$ cat src/rtl/tour_cmd_seq.sv
// Knight's tour command initiator.
// In IDLE the UART_wrapper command interface passes straight through to the
// command processor. A tour_go pulse hands the interface to the tour sequencer.
// The sequencer replays a memory of one-hot knight moves. Each move is issued
// as a vertical leg followed by a horizontal leg, and the block waits for
// send_resp after each leg. The response byte returned over BLE is also
// produced here.

module tour_cmd_seq #(
   parameter int NUM_MOVES = 24
) (
   input  logic        clk,
   input  logic        rst_n,
   input  logic        tour_go,
   input  logic [7:0]  move,
   output logic [4:0]  mv_indx,
   input  logic [15:0] cmd_UART,
   input  logic        cmd_rdy_UART,
   output logic        clr_cmd_rdy_UART,
   output logic [15:0] cmd,
   output logic        cmd_rdy,
   input  logic        clr_cmd_rdy,
   input  logic        send_resp,
   output logic [7:0]  resp
);

   typedef enum logic [2:0] {
      IDLE,
      V_ISSUE,
      V_WAIT,
      H_ISSUE,
      H_WAIT
   } state_t;

   localparam logic [3:0] OP_VERT   = 4'h2;
   localparam logic [3:0] OP_HORZ   = 4'h3;
   localparam logic [7:0] HEAD_N    = 8'h00;
   localparam logic [7:0] HEAD_W    = 8'h3F;
   localparam logic [7:0] HEAD_S    = 8'h7F;
   localparam logic [7:0] HEAD_E    = 8'hBF;
   localparam logic [7:0] RESP_DONE = 8'hA5;
   localparam logic [7:0] RESP_BUSY = 8'h5A;
   localparam logic [4:0] LAST_INDX = 5'(NUM_MOVES - 1);

   state_t      state;
   state_t      nxt_state;
   logic [4:0]  nxt_indx;
   logic [2:0]  move_sel;
   logic [7:0]  v_heading;
   logic [3:0]  v_squares;
   logic [7:0]  h_heading;
   logic [3:0]  h_squares;
   logic [15:0] v_cmd;
   logic [15:0] h_cmd;
   logic        last_move;

   // State and move index registers. Asynchronous reset returns the block to pass-through.
   always_ff @(posedge clk or negedge rst_n) begin
      if (!rst_n) begin
         state   <= IDLE;
         mv_indx <= 5'd0;
      end else begin
         state   <= nxt_state;
         mv_indx <= nxt_indx;
      end
   end

   // Priority-encode the move byte. The lowest set bit wins, and an all-zero byte acts as bit 0.
   always_comb begin
      move_sel = 3'd0;
      casez (move)
         8'b???????1: move_sel = 3'd0;
         8'b??????10: move_sel = 3'd1;
         8'b?????100: move_sel = 3'd2;
         8'b????1000: move_sel = 3'd3;
         8'b???10000: move_sel = 3'd4;
         8'b??100000: move_sel = 3'd5;
         8'b?1000000: move_sel = 3'd6;
         8'b10000000: move_sel = 3'd7;
         default:     move_sel = 3'd0;
      endcase
   end

   // Split the selected knight move into its vertical and horizontal legs.
   always_comb begin
      v_heading = HEAD_N;
      v_squares = 4'd2;
      h_heading = HEAD_E;
      h_squares = 4'd1;
      case (move_sel)
         3'd0: begin v_heading = HEAD_N; v_squares = 4'd2; h_heading = HEAD_E; h_squares = 4'd1; end
         3'd1: begin v_heading = HEAD_N; v_squares = 4'd2; h_heading = HEAD_W; h_squares = 4'd1; end
         3'd2: begin v_heading = HEAD_N; v_squares = 4'd1; h_heading = HEAD_W; h_squares = 4'd2; end
         3'd3: begin v_heading = HEAD_S; v_squares = 4'd1; h_heading = HEAD_W; h_squares = 4'd2; end
         3'd4: begin v_heading = HEAD_S; v_squares = 4'd2; h_heading = HEAD_W; h_squares = 4'd1; end
         3'd5: begin v_heading = HEAD_S; v_squares = 4'd2; h_heading = HEAD_E; h_squares = 4'd1; end
         3'd6: begin v_heading = HEAD_S; v_squares = 4'd1; h_heading = HEAD_E; h_squares = 4'd2; end
         3'd7: begin v_heading = HEAD_N; v_squares = 4'd1; h_heading = HEAD_E; h_squares = 4'd2; end
         default: begin v_heading = HEAD_N; v_squares = 4'd2; h_heading = HEAD_E; h_squares = 4'd1; end
      endcase
   end

   assign v_cmd     = {OP_VERT, v_heading, v_squares};
   assign h_cmd     = {OP_HORZ, h_heading, h_squares};
   assign last_move = (mv_indx == LAST_INDX);

   // Next-state and next-index logic. A consume strobe outranks a response in an issue state.
   always_comb begin
      nxt_state = state;
      nxt_indx  = mv_indx;
      case (state)
         IDLE: begin
            if (tour_go) begin
               nxt_state = V_ISSUE;
               nxt_indx  = 5'd0;
            end
         end
         V_ISSUE: begin
            if (clr_cmd_rdy) nxt_state = V_WAIT;
         end
         V_WAIT: begin
            if (send_resp) nxt_state = H_ISSUE;
         end
         H_ISSUE: begin
            if (clr_cmd_rdy) nxt_state = H_WAIT;
         end
         H_WAIT: begin
            if (send_resp) begin
               if (last_move) begin
                  nxt_state = IDLE;
                  nxt_indx  = 5'd0;
               end else begin
                  nxt_state = V_ISSUE;
                  nxt_indx  = mv_indx + 5'd1;
               end
            end
         end
         default: begin
            nxt_state = IDLE;
            nxt_indx  = 5'd0;
         end
      endcase
   end

   // Output decode. IDLE passes the UART interface through; touring states drive leg commands.
   // The command is held through WAIT so the processor still sees cmd[12] at the end of the move.
   always_comb begin
      cmd              = cmd_UART;
      cmd_rdy          = cmd_rdy_UART;
      clr_cmd_rdy_UART = clr_cmd_rdy;
      resp             = RESP_DONE;
      case (state)
         IDLE: begin
            cmd              = cmd_UART;
            cmd_rdy          = cmd_rdy_UART;
            clr_cmd_rdy_UART = clr_cmd_rdy;
            resp             = RESP_DONE;
         end
         V_ISSUE: begin
            cmd              = v_cmd;
            cmd_rdy          = 1'b1;
            clr_cmd_rdy_UART = 1'b0;
            resp             = RESP_BUSY;
         end
         V_WAIT: begin
            cmd              = v_cmd;
            cmd_rdy          = 1'b0;
            clr_cmd_rdy_UART = 1'b0;
            resp             = RESP_BUSY;
         end
         H_ISSUE: begin
            cmd              = h_cmd;
            cmd_rdy          = 1'b1;
            clr_cmd_rdy_UART = 1'b0;
            resp             = RESP_BUSY;
         end
         H_WAIT: begin
            cmd              = h_cmd;
            cmd_rdy          = 1'b0;
            clr_cmd_rdy_UART = 1'b0;
            resp             = last_move ? RESP_DONE : RESP_BUSY;
         end
         default: begin
            cmd              = cmd_UART;
            cmd_rdy          = cmd_rdy_UART;
            clr_cmd_rdy_UART = clr_cmd_rdy;
            resp             = RESP_DONE;
         end
      endcase
   end

endmodule

$ cat config.mk
export PLATFORM = sky130hd
export DESIGN_NAME = tour_cmd_seq
export DESIGN_NICKNAME = d
export VERILOG_FILES = /design/src/rtl/tour_cmd_seq.sv
export SDC_FILE = /design/constraint.sdc
export NUM_CORES = 1
export LEC_CHECK = 0
export ABC_AREA = 1
export CAP_MARGIN = 20
export CELL_PAD_IN_SITES_DETAIL_PLACEMENT = 1
export CELL_PAD_IN_SITES_GLOBAL_PLACEMENT = 2
export CORE_MARGIN = 8
export CORE_UTILIZATION = 14
export CTS_CLUSTER_SIZE = 30
export DETAILED_ROUTE_END_ITERATION = 7
export PLACE_DENSITY = 0.84
export SYNTH_ARGS = -nofsm -noshare
export SYNTH_HDL_FRONTEND = slang
export SYNTH_SLANG_ARGS = --single-unit
export TNS_END_PERCENT = 50
$ cat constraint.sdc
create_clock -name clk -period 1.6 [get_ports clk]
set_input_delay 0.4 -clock clk [delete_from_list [all_inputs] [get_ports clk]]
set_output_delay 0.4 -clock clk [all_outputs]
set_load 0.01 [all_outputs]
Word-level counts from Yosys, hierarchy flattened

Memories as Yosys holds them, arrays and structs flattened.
Index checks and enable logic that the tools add are counted.

Register bits: 8
ROM bits: 96
Input port bits: 30
Output and inout bits: 31
Logic and storage cells: 48
Memories: 1

Memories:

| memory           | words | width | read ports | clocked after Yosys merged registers in | write ports | line | text |
|---|---|---|---|---|---|---|---|
| (name not given) | 8     | 12    | 1          | 0                                       | 0           | 90   | `case (move_sel)` |

$add $sub $neg: 1
Equal/unequal tests: 17
Multiplexer cells: 17
Bitwise operators: 1
Reductions and logical operators: 9

Operator list:

| cell                                                                  | count |
|---|---|
| 16-bit case mux with 2 select lines                                   | 1 |
| 3-bit case mux with 7 select lines                                    | 1 |
| 8-bit case mux with 2 select lines                                    | 1 |
| 3-bit 2-to-1 mux                                                      | 5 |
| 5-bit 2-to-1 mux                                                      | 3 |
| 3-bit case mux with 5 select lines                                    | 1 |
| 5-bit case mux with 3 select lines                                    | 1 |
| 5-bit equality test, second input constant                            | 2 |
| 2-bit inequality test, second input constant                          | 5 |
| 8-bit equality test, second input constant                            | 1 |
| 8-bit 2-to-1 mux                                                      | 1 |
| 2-bit OR reduction                                                    | 4 |
| 7-bit equality test, second input constant                            | 1 |
| 3-bit by 2-bit equality test with 1-bit output, second input constant | 2 |
| 3-bit equality test, second input constant                            | 2 |
| 6-bit equality test, second input constant                            | 1 |
| 5-bit by 1-bit adder with 5-bit output, second input constant         | 1 |
| 5-bit AND reduction                                                   | 1 |
| 4-bit equality test, second input constant                            | 1 |
| 4-bit OR reduction                                                    | 1 |
| 3-bit by 1-bit equality test with 1-bit output, second input constant | 1 |
| 3-bit logical NOT                                                     | 1 |
| 3-bit AND reduction                                                   | 1 |
| 3-bit OR reduction                                                    | 1 |
| other kinds (4)                                                       | 5 |

Logic depth before layout (Yosys ltp)

Depth in word-level cells: 4
Mapped depth: 9

Least setup slack after synthesis

Ideal clock, no wire load.

Path type: reg-to-output
Start point: register mv_indx[0]
End point: output port resp[3]
Arrival time: 1,514 ps
Data required time: 1,200 ps
Slack: -314 ps
Cell stages (with the launch flop): 8
Path through: dfrtp_1 > ha_1 > nand4_1 > nand2_1 > inv_1 > nor2_1 > inv_1 > buf_4

Word-level cells in the longest chain between the ends: 3

Ends and longest elaborated chain:

| item                               | line | text |
|---|---|---|
| start: declaration                 | 16   | `output logic [4:0] mv_indx,` |
| start signal: assignment           | 64   | `mv_indx <= nxt_indx;` |
| 5-bit equality test                | 105  | `assign last_move = (mv_indx == LAST_INDX);` |
| 8-bit 2-to-1 mux                   | 181  | `resp = last_move ? RESP_DONE : RESP_BUSY;` |
| 8-bit case mux with 2 select lines | 152  | `case (state)` |
| end: declaration                   | 24   | `output logic [7:0] resp` |

Every way passes these cells.

Final worst setup path

Start point: register state[0]
End point: output port cmd[0]

Word-level cells in the longest chain between the ends: 3
Elaborated cells on any way between the ends: 7
Classes of those cells: eq/ne: 4; mux: 1; reduce/logical: 2

Ends and longest elaborated chain:

| item                                        | line | text |
|---|---|---|
| start: declaration                          | 45   | `state_t state;` |
| start signal: assignment                    | 63   | `state <= nxt_state;` |
| 3-bit equality test (tied with other cells) | 152  |  |
| 2-bit OR reduction (no source line)         | --   |  |
| 16-bit case mux with 2 select lines (*)     | 152  |  |
| end: declaration                            | 20   | `output logic [15:0] cmd,` |

Mark *: on every way between the ends. The rest lies on a longest branch, timed or not.

==> run_results.csv <==
group,metric,value,unit
status,status,"finished, violations left",
status,violations,"negative setup slack",
timing,max_slew_margin,0.7637,
placed_design,dp_cells,297,
floorplan,io_pins,61,
setup_path,timing.rr.end,"mv_indx[4]",
drt,first_pass_iters,3,
timing,worst_pin_slew,0.3533,ns
floorplan,initial_core_util,0.1454,
pwr,p_seq_frac,0.077,
pwr,pwr-share-clk,0.063,
setup_path,critPathArrivalTime,1.57,ns
timing,max_freq,506.8,MHz
global_route,grt_overflow,0,
flow_run,drv_cap,0,
timing,fin_tns_setup,-7.983,ns
global_route,grt_pass1_wl,5.720,mm
synthesis,async_reset_ff_frac,1.000,
drt,wl_per_cell,12.09,um
synthesis,postSynthAreaPerCell,6.020,um2
clock_tree,ctsLongestPathBuffers,2,
global_route,grt_max_degree,12,
synthesis,synth_common_cells,"36 x nand2_1, 27 x inv_1, 15 x nor2_1",
setup_path,worst-r2r-setup-slack,0.10,ns
cells_and_area,nets,269,
timing,hold_ws,0.4466,ns
setup_path,cp_max_fo,3,
synthesis,synth-edff-count,0,
pwr,ir_worst_vdd,0.0008189,V
placed_design,numPortBuffers,60,
clock_tree,cts.sinks,8,
setup_path,worstRegToRegCells,10,
cells_and_area,antenna_cells,0,
clock_tree,cts_tree,"built",
pwr,pwr-share-comb,0.860,
synthesis,synth_cell_types,27,
floorplan,rows,28,
synthesis,synth_nets,174,
drt,vias_per_cell,3.955,
timing,finalHoldViolCount,0,
timing,final_max_slew_viol_count,0,
timing,post-route-min-period,1.973,ns
drt,vias,1230,
synthesis,yosysTopAreaCellShare,0.2326,
global_route,grtUsageTotal,0.07924,
drt,ant_nets,0,
timing,setup_viol,26,
clock_tree,cts_root_buffer,"clkbuf_8",
synthesis,syn_inst,143,
synthesis,yosys_most_used_dff,"dfrtp_1",
clock_tree,h-tree-depth,1,
synthesis,yosysTopAreaCell,"dfrtp_1",
drt,drc_errors,0,
timing,fin_skew,0.002810,ns
setup_path,cp-start-kind,"register",
synthesis,yosysSeqAreaShare,0.2326,
drt,totalWireLength,3.759,mm
synthesis,yosysWarningCount,0,
pwr,internal_power,2.090,mW
timing,rsz0062_at_grt,"true",
floorplan,fp.dieArea,8914,um2
floorplan,die_width,94.42,um
setup_path,cp-end-kind,"primary output",
pwr,powerDensity,1973,nW/um2
clock_tree,clkLatencyLatePin,0.23,ns
pwr,p_switching,1.715,mW
cells_and_area,drive_above_1_share,0.5297,
drt,drt_iter0_drc,15,
synthesis,synth-seq-cells,8,
floorplan,core-area,5921,um2
synthesis,synth_most_common_cell,"nand2_1",
clock_tree,numCtsBuffers,3,
placed_design,gp_congestion,0.7657,
global_route,antenna_found_initial,0,
timing,finalCritPeriodShare,1.233,
placed_design,dp_hpwl,3.020,mm
clock_tree,ctsHoldBuffers,0,
floorplan,die_h,94.42,um
global_route,grt_pass1_vias,1248,
synthesis,synth_area_leaders,"dfrtp_1 23%, nand2_1 16%, inv_1 12%",
cells_and_area,areaGrowthSynthToFinish,124.0,%
synthesis,syn_area,860.8,um2
cells_and_area,final_cells,311,
pwr,finalPower,3.804,mW
cells_and_area,fin_util,0.3257,
clock_tree,clkSlewWorstSetupHoldPaths,0.04,ns
timing,fin_ws,-0.3732,ns
setup_path,setup.worst_path.class,"register to primary output",
min_path,hold_class,"input port to async pin",
pwr,p_sw_frac,0.4507,
pwr,p_leak,1.016,nW
setup_path,cp.required,1.20,ns
setup_path,worstReg2RegStart,"state[0]",
-- placed cells by master, fill, tap and decap left out, types with 2 or more instances in the layout --
cell / n
nand2_1: 29
nand3_2: 7
nand4_1: 2
dlygate4sd2_1: 6
nor2_1: 8
clkbuf_8: 3
nor2_4: 6
o21ai_1: 3
nand2_4: 3
nor2_2: 4
nand3b_1: 2
inv_2: 12
buf_4: 30
inv_1: 16
inv_4: 2
dfrtp_1: 8
nand2_2: 8
buf_6: 18
clkdlybuf4s50_1: 21
o21ai_0: 4
buf_2: 18
nand3_1: 4
o21ai_2: 3
-- what timing repair did --
action,in CTS,in global routing
pin swaps,19,5
resized for setup,172,28
endpoints found under the setup margin,31,28
endpoints found under the hold margin,0,0
setup buffers,6,5
-- power by group through the flow --
stage,Clock [mW],Combinational (mW),Sequential (mW)
floorplan,0,1.41,0.299
global placement,0,2.85,0.285
detailed placement,0,2.89,0.288
CTS,0.250,2.97,0.279
global route,0.257,3.55,0.297
finish,0.239,3.27,0.292
-- how the worst max path moves through the flow --
| stage | end | startpoint |
|---|---|---|
| 2_1_floorplan | resp[3] | mv_indx[0] |
| 3_3_place_gp | cmd[5] | move[5] |
| 3_5_place_dp | cmd[5] | move[4] |
| 4_1_cts | resp[5] | state[0] |
| 5_1_grt | cmd[1] | state[0] |
| 6_report | cmd[0] | state[0] |
-- kinds of logic after synthesis --
logic type | after synthesis | share of synthesized area
multiplexers | 1 | 0.01163
XOR/XNOR | 1 | 0.01018
AND/OR/NAND/NOR | 76 | 0.4099
buffers and inverters | 38 | 0.1962
flip-flops | 8 | 0.2326
adder cells (fa/ha/maj) | 1 | 0.01453
AO/OA/AOI/OAI | 18 | 0.1250
-- through the flow --
| step | setup slack (ns) | cell area (um2) |
|---|---|---|
| after CTS | -0.3948 | 1838 |
| final | -0.3732 | 1928 |
| after global routing | -0.4900 | 1928 |
| after detailed placement | -1.144 | 1723 |
| after global placement | -1.080 | 1723 |
| after floorplan | -0.07157 | 884.6 |
-- area by class of cell --
type / count / area (um2)
clock buffer: 3 / 41.29
fill: 724 / 3993
inverter: 31 / 125.1
multi-input combinational: 97 / 640.6
sequential: 8 / 200.2
tap: 75 / 93.84
timing repair buffer: 97 / 827.0
-- flip-flops by register name, summed over array words and instances (netlist names) --
register / flops
mv_indx: 5
state: 3
-- metal layers --
metal,share of wire,GRT usage,vias up
met4,0.018,0.03963,0
li1,-,-,624
met3,0.074,0.008730,5
met1,0.38,0.08657,569
met2,0.53,0.1472,32
met5,0,0,-
-- worst max-delay path: stages (launching register included) --
cell and delay, ns:
dfrtp_1 0.41, buf_6 0.14, nand3b_1 0.18, o21ai_2 0.10, inv_2 0.07, o21ai_4 0.16
buf_4 0.13, nor2_1 0.03, buf_2 0.13
No activity file was read; power rests on OpenSTA's default activity.
==> edit: new RTL, same settings <==
Encoding of `state_t`: now one-hot (5 bits for 5 states).
--- a/src/rtl/tour_cmd_seq.sv
+++ b/src/rtl/tour_cmd_seq.sv
@@ -26,8 +26,8 @@
 
-   typedef enum logic [2:0] {
-      IDLE,
-      V_ISSUE,
-      V_WAIT,
-      H_ISSUE,
-      H_WAIT
+   typedef enum logic [4:0] {
+      IDLE    = 5'b00001,
+      V_ISSUE = 5'b00010,
+      V_WAIT  = 5'b00100,
+      H_ISSUE = 5'b01000,
+      H_WAIT  = 5'b10000
    } state_t;
Formal check against the unedited RTL: no difference found for any inputs over 10 cycles, from zero or initial values and one cycle with rst_n low; not proved beyond that.
==> edit against the original RTL <==
  * The flow still finishes with violations (negative setup slack)
  * First-iteration DRC count is 150% higher
  * Sequential share of layout area is 1.6 points higher
  * Total power is 28% lower
  * Synthesized area is 21% higher
  * Clock skew is 1.8 ps higher
  * Sequential power is 24% higher
  * Setup slack worse by 81 ps
  * Hold slack better by 55 ps
  * Routed wire length is 16% higher
  * Sequential cell count is 2 higher
  * Design area is 9.2% higher
  * Largest cell class unchanged
  * Critical path type unchanged
  * Highest routed layer unchanged
  * Critical endpoint is now cmd[1]
  * Combinational power is 37% lower
==> edit: results (changes against the original RTL) <==
The flow ran to the end, but the final reports show violations. The final reports fail on negative setup slack. The final estimated routing congestion in global placement was 0.723 (-5.6%). The fraction of the yosys area taken by sequential cells came out at 24.1% (+0.87 points).

The fraction of layout instances using a drive strength above 1 is 44.8% (-8.1 points). The standard cell with the maximum stage delay on the critical path is sky130_fd_sc_hd__dfstp_2. The via count was 1,329 (+8.0%). The reported clock group power came to 0.315 mW (+32%). The data arrival time of the worst path is 1650 ps (+80 ps). The number of clock buffers in the layout is 4 (+1). The routed length on met3 is 208 um (-25%).

The total core area is 0.00721 mm2 (+22%). The worst hold-check slack came to 502 ps (+55.0 ps). The first-pass iteration count of the detailed router came to 3 (unchanged). The fill cell total of the finished layout came out at 887 (+23%). The overall track demand over capacity in global routing is 8.28% (+0.36 points).

The least setup slack across all paths after layout came out at -455 ps (-81.3 ps). The worst register-to-register path ends at state[0]. The largest fanout on the critical path came out at 11 (+8).

The largest registers in the layout are mv_indx: 5 flops, state: 5 flops. The most critical setup path has its endpoint at cmd[1]. The worst max-slew margin expressed relative to the limit is 66.4% (-9.9 points). The fraction of area in registers came out at 12.0% (+1.6 points). The detailed-route wire length per cell came out at 12.4 um (+2.4%). The clock network area share came to 2.61% (+0.47 points).

The number of endpoints failing setup at the final stage is 32 (+23%). The routed metal-1 wire length is 1630 um (+16%). The reported leakage power is 1.13 nW (+11%). The buffering overhead is 37.6% (-5.3 points).

The post-CTS setup repair buffer count came out at 3 (-3). The number of unique standard cell types used by synthesis came to 28 (+3.7%). The multi-input logic cell count came out at 116 (+20%). By count the netlist is led by sky130_fd_sc_hd__nand2_1 (50), sky130_fd_sc_hd__inv_1 (24), sky130_fd_sc_hd__nor2_1 (14). The kind of cell with the highest combined delay along the critical path is flip-flops.

The fraction of area in multi-input gates came out at 35.5% (+2.2 points). The net total in the final layout came to 284 (+5.6%). The global-route track usage on met2 came to 16.1% (+1.4 points). The number of sinks handled by clock tree synthesis was 10 (+2).

The number of nets produced by synthesis is 195 (+12%). The number of global-route vias before repair was 1,444 (+16%). The met3 track demand over resource is 2.11% (+1.2 points). In the post-synthesis netlist, the biggest area contributors are sky130_fd_sc_hd__dfrtp_1 (22%), sky130_fd_sc_hd__nand2_1 (18%), sky130_fd_sc_hd__inv_1 (8.6%). The peak per-stage delay on the critical path came to 570 ps (+160 ps). The tightest min-delay check is of the in2async type. The maximum vdd drop came out at 0.397 mV (-51%). The largest clock skew in the final design is 4.59 ps (+1.78 ps). The post-cts sizing count came out at 165 (-4.1%). The depth of the most critical reg-to-reg path is 11 (+1).

The met1 track demand over resource in global routing was 8.51% (-0.15 points). The most critical setup path has its startpoint at state[0]. The slack of the worst reg-to-reg path is -170 ps (-270 ps).

The wire length of the first global-routing pass is 6950 um (+21%).
[edit: changes by cell type in the layout (fill, tap and decap cells not counted), sizes merged, moves of 3 or more]
cell / before / now
nand2: 40 / 54
nand3: 12 / 16
o21ai: 11 / 7
dlygate4sd2: 6 / 13
nor3: 0 / 3
buf: 67 / 57
nand4: 2 / 5
[edit: cell families (layout without fill, tap and decap cells)]
family,after synthesis,count (layout),synth area share [%]
buffers and inverters,38,126,16.6
adders and majority gates,1,1,1.20
and+or+nand+nor,101,101,49.1
AOI/OAI and AO/OA,12,12,7.32
DFF,10,10,24.1
xor gates and xnor gates,2,2,1.68
[edit: through the flow]
step | TNS [ps] | worst slack [ps] | cell area, um2 | total power, mW | instances
after CTS | -11370 | -492 | 2060 | 2.71 | 349
after global routing | -14110 | -571 | 2110 | 2.95 | 351
after global placement | -17120 | -910 | 1930 | 2.21 | 342
after detailed placement | -18110 | -966 | 1930 | 2.26 | 342
after floorplan | -815 | -163 | 1060 | 1.37 | 164
final | -10790 | -455 | 2110 | 2.74 | 351
